File: src/rtl/writeback_queue.sv
// Register-file writeback queue: ALU and load results merge into one FIFO that drains one write per cycle.
// Define WBQ_BYPASS_EN to let an offer accepted into an empty, unheld queue go straight to the output registers.
module writeback_queue #(
    parameter int DEPTH = 4
) (
    input  logic                     clk,
    input  logic                     Reset,
    input  logic                     AluValid,
    input  logic [3:0]               AluReg,
    input  logic [31:0]              AluData,
    output logic                     AluReady,
    input  logic                     MemValid,
    input  logic [3:0]               MemReg,
    input  logic [31:0]              MemData,
    output logic                     MemReady,
    input  logic                     Hold,
    output logic [3:0]               WriteReg,
    output logic [31:0]              Data,
    output logic                     WriteEnable,
    output logic [15:0]              Pending,
    output logic [$clog2(DEPTH):0]   Count
);
    localparam int AW = $clog2(DEPTH);
    localparam int CW = AW + 1;

    logic [3:0]       reg_q  [DEPTH];
    logic [31:0]      data_q [DEPTH];
    logic [DEPTH-1:0] vld_q, vld_d;
    logic [AW-1:0]    wr_ptr_q, rd_ptr_q;
    logic [CW-1:0]    count_q, count_d;
    logic [3:0]       wreg_q;
    logic [31:0]      wdata_q;
    logic             we_q;

    logic             full, empty, acc_alu, acc_mem, push_cand, push, pop, bypass;
    logic [3:0]       in_reg;
    logic [31:0]      in_data;
    logic [15:0]      pend;

    // Ready is derived from the registered occupancy only, so a full queue
    // refuses offers even in a cycle where it is also draining.
    always_comb begin
        full      = (count_q == CW'(DEPTH));
        empty     = (count_q == '0);
        AluReady  = !full;
        MemReady  = !full && !AluValid;
        acc_alu   = AluValid && AluReady;
        acc_mem   = MemValid && MemReady;
        in_reg    = acc_alu ? AluReg  : MemReg;
        in_data   = acc_alu ? AluData : MemData;
        push_cand = (acc_alu || acc_mem) && (in_reg != 4'd0);
        pop       = !Hold && !empty;
`ifdef WBQ_BYPASS_EN
        bypass    = push_cand && empty && !Hold;
`else
        bypass    = 1'b0;
`endif
        push      = push_cand && !bypass;
        vld_d     = vld_q;
        if (pop)  vld_d[rd_ptr_q] = 1'b0;
        if (push) vld_d[wr_ptr_q] = 1'b1;
        count_d   = count_q + CW'(push) - CW'(pop);
    end

    always_ff @(posedge clk or negedge Reset) begin
        if (!Reset) begin
            for (int i = 0; i < DEPTH; i++) begin
                reg_q[i]  <= 4'd0;
                data_q[i] <= 32'd0;
            end
            vld_q    <= '0;
            wr_ptr_q <= '0;
            rd_ptr_q <= '0;
            count_q  <= '0;
            wreg_q   <= 4'd0;
            wdata_q  <= 32'd0;
            we_q     <= 1'b0;
        end else begin
            if (push) begin
                reg_q[wr_ptr_q]  <= in_reg;
                data_q[wr_ptr_q] <= in_data;
                wr_ptr_q         <= wr_ptr_q + AW'(1);
            end
            if (pop) begin
                rd_ptr_q <= rd_ptr_q + AW'(1);
            end
            vld_q   <= vld_d;
            count_q <= count_d;
            if (pop) begin
                wreg_q  <= reg_q[rd_ptr_q];
                wdata_q <= data_q[rd_ptr_q];
                we_q    <= 1'b1;
            end else if (bypass) begin
                wreg_q  <= in_reg;
                wdata_q <= in_data;
                we_q    <= 1'b1;
            end else begin
                we_q    <= 1'b0;
            end
        end
    end

    always_comb begin
        pend = 16'd0;
        for (int i = 0; i < DEPTH; i++) begin
            if (vld_q[i]) pend[reg_q[i]] = 1'b1;
        end
        if (we_q) pend[wreg_q] = 1'b1;
        pend[0] = 1'b0;
    end

    assign Pending     = pend;
    assign WriteReg    = wreg_q;
    assign Data        = wdata_q;
    assign WriteEnable = we_q;
    assign Count       = count_q;

endmodule

File: config.mk
export PLATFORM = sky130hd
export DESIGN_NAME = writeback_queue
export DESIGN_NICKNAME = d
export VERILOG_FILES = /design/src/rtl/writeback_queue.sv
export SDC_FILE = /design/constraint.sdc
export NUM_CORES = 1
export LEC_CHECK = 0
export ABC_AREA = 1
export BUFFER_PORTS_ARGS = -buffer_cell sky130_fd_sc_hd__buf_2
export CORE_MARGIN = 5
export CORE_UTILIZATION = 30
export DETAILED_ROUTE_END_ITERATION = 16
export PLACE_DENSITY = 0.5
export SLEW_MARGIN = 0
export SYNTH_ARGS = -nofsm -noshare
export SYNTH_HDL_FRONTEND = slang
export SYNTH_SLANG_ARGS = --single-unit
File: constraint.sdc
create_clock -name clk -period 5.75 [get_ports clk]
set_clock_uncertainty 0.15 [all_clocks]
set_input_delay 1.15 -clock clk [delete_from_list [all_inputs] [get_ports clk]]
set_output_delay 1.15 -clock clk [all_outputs]
set_load 0.005 [all_outputs]
## After elaboration in Yosys (flattened, before gate mapping)

Index checks and enable logic that the tools add are counted.

- Flip-flop bits (word level): 192
- Latch bits: 0
- Logic and storage cells: 102
- Input port bits: 77
- Memory bits (read-only): 0
- Memories kept: 0
- Output and inout port bits: 58
- RAM bits: 0

- Divide/modulo/power cells: 0
- Muxes and demuxes: 36
- Add/subtract/negate cells: 4
- Order comparisons: 17
- Multipliers: 0
- Reductions and logical operators: 20
- Equality and inequality tests: 1
- Shifts and indexed selects: 0
- Bitwise operators: 9

Operator list:

| cell | count |
|---|---|
| 128-bit bitwise mux | 1 |
| 32-bit 2-to-1 mux | 4 |
| 16-bit 2-to-1 mux | 5 |
| 32-bit binary-select mux with 2-bit select | 1 |
| 32-bit demux with 2-bit select | 1 |
| 16-bit bitwise OR | 4 |
| 4-bit by 5-bit less-than comparator with 1-bit output, second input constant | 5 |
| 4-bit 2-to-1 mux | 6 |
| 1-bit demux with 4-bit select | 5 |
| 4-bit by 1-bit >= comparator with 1-bit output, second input constant | 5 |
| 16-bit bitwise mux | 1 |
| 1-bit logical AND | 13 |
| 4-bit binary-select mux with 2-bit select | 1 |
| 4-bit demux with 2-bit select | 1 |
| 1-bit 2-to-1 mux | 8 |
| 3-bit >= comparator, second input constant | 2 |
| 2-bit by 3-bit less-than comparator with 1-bit output, second input constant | 2 |
| 2-bit inverter with 3-bit output | 2 |
| 2-bit by 1-bit adder with 2-bit output, second input constant | 2 |
| 4-bit AND | 1 |
| 1-bit demux with 2-bit select | 2 |
| 2-bit by 1-bit >= comparator with 1-bit output, second input constant | 2 |
| 1-bit logical NOT | 4 |
| 4-bit inverter | 1 |
| other kinds (8) | 8 |

## Logic depth before layout (Yosys ltp)

Gate-level depths: netlist (run 1).

- Word-level depth: 13
- Depth in mapped cells: 15
- Depth with buffers taken out: 14

## Worst setup path after synthesis (run 1)

No wires, ideal clock.

- Kind: in2reg
- From: input port AluValid
- To: register count_q[2] (netlist: Count[2])
- Path slack: 2.554 ns
- Buffers on the path: 2
- Stages: 13
- Data required time: 5.477 ns
- Setup time: 0.123 ns
- Arrival: 2.923 ns
- Cell sequence: buf_2 nand3_1 nand2_2 nor2_4 nand2_8 buf_6 nand2_1 ha_1 inv_1 ha_1 inv_1 fa_1 xnor2_1

- Cells in the longest elaborated chain, start to end: 7
- Elaborated cells between the ends (all ways): 10
- Those cells by class: add/sub (2); mux (1); reduce/logical (7)

Ends and longest elaborated chain:

| element | line | source |
|---|---|---|
| start: declaration | 8 | `input logic AluValid,` |
| parallel branches: the longest is 4 deep, another holds 4-bit 2-to-1 mux | - |  |
| 1-bit logical AND * | 51 | `push_cand = (acc_alu \|\| acc_mem) && (in_reg != 4'd0);` |
| 3-bit by 1-bit adder with 3-bit output * | 62 | `count_d = count_q + CW'(push) - CW'(pop);` |
| 3-bit by 1-bit subtractor with 3-bit output * | 62 |  |
| named net count_d[2] | 30 | `logic [CW-1:0] count_q, count_d;` |
| end signal: assignment | 88 | `count_q <= count_d;` |
| end: declaration | 30 |  |

Mark *: on every way through the listed nets, which the timed path passes.
A chain may end at the register's enable or synchronous reset.

## Final worst setup path (run 1)

Same ends and word-level chain as after synthesis.

==> results of run 1 <==
## cell type report
| class | instances | area [µm²] | area share (%) |
|---|---|---|---|
| Clock buffer | 18 | 439 | 3.78 |
| Timing Repair Buffer | 146 | 785 | 6.76 |
| Multi-Input combinational cell | 987 | 4710 | 40.6 |
| Sequential cell | 192 | 4810 | 41.4 |
| Inverter | 34 | 128 | 1.10 |
| Clock inverter | 14 | 181 | 1.56 |
| Tap cell | 448 | 561 | 4.83 |
## sequential cells by signal, indices dropped and copies added (netlist names)
signal and flops:
WriteReg 4, rd_ptr_q 2, reg_q 16, Count 3, data_q 128, wr_ptr_q 2
WriteEnable 1, Data 32, vld_q 4
## power breakdown
group / switching, mW / internal [mW]
clock: 0.555 / 0.704
combinational: 2.02 / 0.960
sequential: 0.464 / 1.99
total: 3.04 / 3.65
## worst min-delay path by stage
stage                          start    endpoint  slack, ps  depth (start not counted)
after floorplan            data_q[0]   data_q[0]        290                          2
after global routing       data_q[3]   data_q[3]        330                          2
after global placement    data_q[88]  data_q[88]        300                          2
final                     data_q[70]  data_q[70]        320                          2
after detailed placement  data_q[18]  data_q[18]        300                          2
after CTS                 data_q[95]  data_q[95]        320                          2
## cells in the mapped netlist (2+ instances only)
cell type  number  share of area [%]
a21oi_1        18               0.88
a22oi_1         2               0.15
a31oi_1        39                2.4
buf_1          17               0.62
buf_2          16               0.78
buf_4          17                1.2
buf_6          17                1.9
clkbuf_1       37                1.4
dfrtp_1       192                 47
ha_1           10                1.2
inv_1          32                1.2
nand2_1       413                 15
nand2_2         6               0.37
nand3_1        51                2.5
nand3_2         2               0.20
nand3_4         4               0.69
nand4_1       146                8.9
nor2_1        191                7.0
nor2_4          3               0.33
nor3_1          7               0.34
o2111ai_1      13                1.1
o211ai_1        3               0.22
o21ai_0        70                3.4
o22ai_1         2               0.12
xnor2_1         2               0.17
## critical path, stage by stage
cell	delay [ps]
buf_2	80
buf_4	400
nand2_4	380
nand2_1	180
nand2_2	120
nor2_4	180
nand2_8	320
nand2_1	250
ha_1	250
inv_1	60
ha_1	120
inv_1	50
fa_1	370
xnor2_1	130
## cells in the final DEF, fill, tap and decap left out, types with 13 or more instances in the layout
| master | count |
|---|---|
| nand2_1 | 413 |
| o21ai_0 | 70 |
| nand4_1 | 146 |
| nor2_1 | 191 |
| a31oi_1 | 39 |
| inv_1 | 32 |
| a21oi_1 | 17 |
| buf_2 | 132 |
| o2111ai_1 | 13 |
| clkbuf_16 | 17 |
| nand3_1 | 51 |
| dfrtp_1 | 190 |
## metrics by stage
stage | util (%) | power (mW) | setup WS (ps)
floorplan | - | 4.47 | 2550
global placement | 32.7 | 5.46 | 1390
detailed placement | 32.7 | 5.50 | 1350
CTS | 34.5 | 6.77 | 1840
global route | 34.5 | 7.32 | 1560
finish | 34.5 | 6.69 | 1830
## cell families after synthesis
group / after synthesis
buffers and inverters: 138
DFF: 192
AOI/OAI and AO/OA: 147
adders and majority gates: 11
and+or+nand+nor: 825
other: 1
xor gates and xnor gates: 3
## metal layers
metal / vias up / track usage, %
met5: - / 0
met4: 0 / 3.59
met3: 20 / 2.15
met2: 259 / 27.6
met1: 4396 / 24.4
li1: 4552 / -
==> impl_results.md, run 1 <==
* Clk slew on worst S/H paths at 70 ps
* CP Launch Point: AluValid
* Fin nets at 1,466
* Largest net degree at the start of global routing at 104
* Fin. Hold Viols at 0
* Global-route wire length before repair at 52,400 µm
* Worst VDD drop at 0.204 mV
* DP HPWL at 19,600 µm
* Mux contribution to synthesized area at 0%
* Worst setup endpoint: Count[2]
* DR WL met3 at 1450 µm
* Net count after synthesis at 1,405
* Final number of max-transition violations at 0
* Total number of vias at 9,227
* Yosys reg bits at 192
* CTS root buf: clkbuf_16
* Share of cells above drive strength 1 at 14.6%
* Synth Flop Type: dfrtp_1
* R2r worst-path depth at 15
* HP Class: reg -> reg
* GP Congestion at 0.845
* Max-slew headroom at 32.2%
* Critical Path Start Type: input port
* Layout area overhead at 13.6%
* Vias/cell at 5.02
* Initial antenna violation count at 0
* Ant diodes at 0
* H-tree levels at 4
* Post-CTS Repair Setup Buffers at 0
* Post-synth cell types at 32
* Crit path DAT at 4090 ps
* Adder and majority gate portion of the synthesized area at 1.42%
* Register area share after synthesis at 47.0%
* Mean post-synth cell area at 7.76 µm²
* Critical R2R Capture: Count[2]
* Die Wd at 195 µm
* Synth Area in Compound Gates at 8.30%
* # clock sinks at 192
* Clock Tree Buf Depth at 2
* FMAX at 255 MHz
* Iter 0 DRT Violations at 784
* Post-synthesis simple-gate area fraction at 35.8%
* Synth Instances at 1,317
* Kind of critical path: in -> reg
* Post-route insts no fill at 1,839
* Total Wirelength at 32,200 µm
* Post-synthesis instance area at 10,200 µm²
* EDFF count, synth at 0
* Total track usage at 17.0%
* CTS Buf Count at 17
* Max_cap viols at 0
* WHS at 315 ps
* Ys Warns at 0
* Chip height at 195 µm
* Die area at 37,900 µm²
* Clk_lat worst skew at 430 ps
* Critical path required time at 5920 ps
* Placed Cells at 1,807
* Nature of the critical path endpoint: flip-flop
* P per Cell Area at 576 nW/µm²
* Vias in the first global route at 9,199
* CTS tree: done
* Status: completed
* First-pass iteration count of the detailed router at 5
* # rows at 67
* Met2 WL at 15,000 µm
* Final instance area at 11,600 µm²
* Final Cycle Share at 68.2%
* RSZ-0062 raised after global routing: false
* Crit path max fanout at 84
* Final ANT Viol Nets at 0
* Hold buffers post-CTS at 0
* Port buffer count at 133
* Uppermost layer routed: met4
* CTS resizes at 0
* Async SR Flop Fraction at 100%
* Dpl cell area at 11,000 µm²
* TNS Setup at 0 ps
* R2R Setup Slk at 2020 ps
* Starting Density at 30.4%
* Worst-margin pin slew at 1020 ps
* Core area at 33,600 µm²
* Pleak at 5.75 nW
* Dominant combinational cell family by area after synthesis: simple AND/OR/NAND/NOR gates
* Synth Area in XOR/XNOR at 0.257%
* I/O pins at 135
* DR WL/cell at 17.5 µm
* Total gr overflow at 0
* Wire length on met1 at 15,400 µm
* Reg2Reg Launch Point: Count[1]
* Drt drc at 0
* Final setup viols at 0
* Fill count at 3,591
* Fin crit period at 3920 ps
Power figures use the tool's default switching activity.
==> inputs of run 2 (changes only) <==
PLACE_DENSITY = 0.52   (was 0.5)
clock period = 3.2 ns   (was 5.75 ns; I/O delays follow)
==> impl_results.md, run 2 (same netlist as run 1, synthesis figures left out) <==
* Initial antenna violation count at 0
* Port buffer count at 133
* Drt drc at 0
* Fin nets at 1,481
* Vias/cell at 5.10
* Total gr overflow at 0
* Largest register FFs at 128
* CTS tree: done
* Max-slew headroom at 33.5%
* HP Class: in -> async
* Clk_lat worst skew at 430 ps
* Global-route wire length before repair at 54,300 µm
* Final number of max-transition violations at 0
* Commonest non-fill, non-tap cell in the layout: nand2_1
* Core area at 33,600 µm²
* FMAX at 355 MHz
* Final Cycle Share at 87.9%
* Starting Density at 30.4%
* H-tree levels at 4
* Share of cells above drive strength 1 at 15.4%
* Total Wirelength at 34,400 µm
* Nature of the critical path endpoint: flip-flop
* Total number of vias at 9,461
* Failing checks: negative hold slack
* Total track usage at 17.8%
* Fin crit period at 2810 ps
* CTS resizes at 0
* Hold buffers post-CTS at 0
* Wire length on met1 at 15,900 µm
* R2R Setup Slk at 390 ps
* GP Congestion at 0.867
* RSZ-0062 raised after global routing: false
* Clk slew on worst S/H paths at 80 ps
* Reg2Reg Launch Point: Count[1]
* Largest net degree at the start of global routing at 93
* First-pass iteration count of the detailed router at 5
* Crit path max fanout at 16
* Die Wd at 195 µm
* DP HPWL at 21,500 µm
* # rows at 67
* Most flops, register: data_q
* Clock Tree Buf Depth at 2
* Critical R2R Capture: Count[1]
* Post-layout util at 35.0%
* # clock sinks at 192
* Critical Path Start Type: flip-flop
* Pleak at 5.84 nW
* Iter 0 DRT Violations at 604
* Fin. Hold Viols at 4
* DR WL/cell at 18.6 µm
* Max_cap viols at 0
* Chip height at 195 µm
* Register area at 4810 µm²
* Commonest non-fill, non-tap cells in the layout: nand2_1, dfrtp_1, nor2_1
* I/O pins at 135
* Vias in the first global route at 9,346
* Critical path required time at 3390 ps
* CTS Buf Count at 17
* Kind of critical path: reg -> reg
* Worst VDD drop at 0.451 mV
* WHS at -7.20 ps
* Crit path DAT at 3000 ps
* Ant diodes at 0
* CTS root buf: clkbuf_16
* Final setup viols at 0
* Fill count at 3,597
* R2r worst-path depth at 14
* Layout area overhead at 15.0%
* Status: finished, violations left
* Worst-margin pin slew at 997 ps
* TNS Setup at 0 ps
* Uppermost layer routed: met4
* Post-CTS Repair Setup Buffers at 0
* Final ANT Viol Nets at 0
* Die area at 37,900 µm²
* P per Cell Area at 1040 nW/µm²
* Area of the multi-input gates at 4710 µm²
* DR WL met3 at 1490 µm
* Met2 WL at 16,500 µm
-- run 2: changes by cell type in the layout (fill, tap and decap cells not counted), sizes merged --
cell / previous run / this run
buf: 145 / 160
clkinvlp: 4 / 1
inv: 36 / 39
bufinv: 3 / 1
clkinv: 5 / 7
-- run 2: how the worst max path moves through the flow --
stage / start / end / slack [ps] / cells past startpoint
2_1_floorplan: AluValid / Count[2] / 510 / 13
3_3_place_gp: AluValid / Count[1] / 270 / 13
3_5_place_dp: AluValid / Count[2] / 220 / 13
4_1_cts: Count[1] / Count[2] / 370 / 14
5_1_grt: Count[1] / Count[2] / 190 / 14
6_report: Count[1] / Count[1] / 390 / 14
-- run 2: power by group --
group	total, mW	internal, mW	switching (mW)
sequential	4.32	3.57	0.754
clock	2.18	1.12	1.06
combinational	5.72	1.84	3.88
-- run 2: through the flow --
step                      power, mW  cell area (µm²)  setup slack, ps  instances
after floorplan                8.02            10200              514       1317
after global placement         10.1            11200              267       1822
after detailed placement       10.1            11200              219       1822
after CTS                      12.3            11800              368       1854
after global routing           13.3            11800              193       1854
final                          12.2            11800              386       1854
-- run 2: per-layer routing --
metal  track usage (%)  up-vias
li1                  -     4599
met1              24.6     4591
met2              29.8      231
met3              2.48       40
met4              4.38        0
met5                 0        -
-- run 2: worst max-delay path, stage by stage, from the launching register on --
cell,delay [ps]
dfrtp_1,470
nor2_4,160
nand2_2,90
buf_4,210
nand3_1,100
nand2_2,110
nor2_4,170
nand2_8,110
nand2_1,130
ha_1,240
inv_1,60
ha_1,130
inv_1,50
fa_1,470
inv_1,40
-- run 2: final cells by class --
cell class                 count  share of cell area (%)
inverter                      34                    1.09
clock buffer                  18                    3.65
timing repair buffer         161                    8.06
multi-input combinational    987                    40.1
tap                          448                    4.77
clock inverter                14                    1.47
sequential                   192                    40.9
==> inputs of run 3 (changes only) <==
==> constraint.sdc (replaced) <==
create_clock -name clk -period 3.2 [get_ports clk]
set_clock_uncertainty 0.15 [all_clocks]
set_input_delay 0.32 -clock clk [delete_from_list [all_inputs] [get_ports clk]]
set_output_delay 0.32 -clock clk [all_outputs]
set_load 0.005 [all_outputs]
==> impl_results.md, run 3 (same netlist as run 1, synthesis figures left out) <==
* Status: completed
* DR WL met3 at 1410 µm
* CP top delay family: adder cells
* Largest register FFs at 128
* TNS Setup at 0 ps
* Share of power burned in registers at 35.6%
* Total number of vias at 9,369
* Buf/Inv on CP at 3
* Layout area overhead at 14.9%
* Ant diodes at 0
* Max_cap viols at 0
* Core area at 33,600 µm²
* Vias in the first global route at 9,563
* Iter 0 DRT Violations at 661
* Chip height at 195 µm
* P per Cell Area at 1030 nW/µm²
* FMAX at 332 MHz
* Die area at 37,900 µm²
* Die Wd at 195 µm
* Vias/cell at 5.05
* Global-route wire length before repair at 54,200 µm
* Worst VDD drop at 0.467 mV
* # clock sinks at 192
* I/O pins at 135
* CTS tree: done
* Pleak at 5.83 nW
* Fin. Hold Viols at 0
* Max-slew headroom at 34.3%
* Placed Cells at 1,821
* Crit path DAT at 3180 ps
* Met2 WL at 15,900 µm
* Final setup viols at 0
* R2R Setup Slk at 190 ps
* Clk_lat worst skew at 430 ps
* Final ANT Viol Nets at 0
* Area of the multi-input gates at 4730 µm²
* Port buffer count at 133
* Uppermost layer routed: met4
* RSZ-0062 raised after global routing: false
* NetSw at 5.65 mW
* Crit-path cells: nor2_4, nand2_2, buf_4, nand2_1, nand2_4, nand2_1, ha_1, inv_1, ha_1, inv_1, fa_1, xnor2_1
* Share of cells above drive strength 1 at 15.4%
* Total track usage at 17.6%
* Part of the power in the clock network at 17.8%
* Wire length on met1 at 15,700 µm
* Fin nets at 1,482
* # rows at 67
* Final number of max-transition violations at 0
* Post-route insts no fill at 1,854
* HP Class: in -> reg
* Largest net degree at the start of global routing at 83
* Fin crit period at 3010 ps
* Critical path required time at 3370 ps
* DP HPWL at 21,100 µm
* Crit path max fanout at 32
* Fill count at 3,602
* Most flops, register: data_q
* Post-CTS Repair Setup Buffers at 0
* Sw Share at 46.4%
* DR WL/cell at 18.2 µm
* Critical Path Start Type: flip-flop
* Worst-margin pin slew at 986 ps
* CTS root buf: clkbuf_16
* Commonest non-fill, non-tap cell in the layout: nand2_1
* CP peak stage delay at 480 ps
* Clock Tree Buf Depth at 2
* Total gr overflow at 0
* First-pass iteration count of the detailed router at 5
* Nature of the critical path endpoint: flip-flop
* Final Cycle Share at 94.0%
* WHS at 183 ps
* Internal power at 6.51 mW
* Commonest non-fill, non-tap cells in the layout: nand2_1, dfrtp_1, nor2_1
* Drt drc at 0
* Kind of critical path: reg -> reg
* Initial antenna violation count at 0
* Critical-path top delay cell: dfrtp_1
* GP Congestion at 0.908
* Logic pwr share at 46.6%
* Register area at 4810 µm²
* Total Wirelength at 33,800 µm
* H-tree levels at 4
* CTS Buf Count at 17
* Clk slew on worst S/H paths at 80 ps
* Starting Density at 30.4%
==> run 3: changes by cell type in the layout (fill, tap and decap cells not counted), moves of 2 or more <==
cell / delta
inv_6: +4
inv_8: -2
clkinv_4: -2
buf_12: -2
==> run 3: final timing paths <==
path,from,endpoint,cells after the start
min in group asynchronous,Reset,Data[7],2
max reg2reg,Count[1],Count[2],12
min reg2reg,data_q[73],data_q[73],2
min,MemData[25],data_q[25],5
max in group asynchronous,Reset,data_q[30],3
max,Count[1],Count[2],12
==> run 3: layer usage <==
layer	up-vias	track usage (%)
li1	4599	-
met1	4506	24.1
met2	229	28.9
met3	35	2.68
met4	0	5.05
met5	-	0
==> run 3: stage by stage <==
step           util [%]  cell area [µm²]  total power, mW  setup WS [ps]
4_1_cts            34.9            11700             12.3            141
6_report           34.9            11700             12.2            191
2_1_floorplan         -            10200             8.02            562
5_1_grt            34.9            11700             13.3           2.69
3_5_place_dp       33.1            11100             10.1            154
3_3_place_gp       33.1            11100             10.0            253
==> run 3: cell type report <==
type                            instances  share of cell area [%]
Clock buffer                           17                    3.62
Clock inverter                         14                    1.43
Inverter                               34                    1.09
Multi-Input combinational cell        988                    40.3
Sequential cell                       192                    40.9
Tap cell                              448                    4.77
Timing Repair Buffer                  161                    7.90
==> run 3: worst register-to-register path: cells and delay by family (launching register included) <==
kind | cells | cell delay, ps
XOR/XNOR | 1 | 130
flip-flops | 1 | 480
adder cells (fa/ha/maj) | 3 | 840
AND/OR/NAND/NOR | 5 | 810
buffers and inverters | 3 | 500
==> run 3: power groups by stage <==
| stage | combinational, mW | sequential (mW) | clock (mW) |
|---|---|---|---|
| final | 5.66 | 4.33 | 2.16 |
| after global routing | 6.44 | 4.49 | 2.34 |
| after CTS | 5.71 | 4.33 | 2.22 |
| after detailed placement | 5.69 | 4.37 | 0 |
| after global placement | 5.66 | 4.35 | 0 |
| after floorplan | 3.84 | 4.19 | 0 |
==> run 3: repair_timing <==
item / in CTS / in global routing
hold buffers: 1 / 0
setup endpoints to repair: 0 / 62
hold endpoints to repair: 68 / 0
resized for setup: 0 / 2
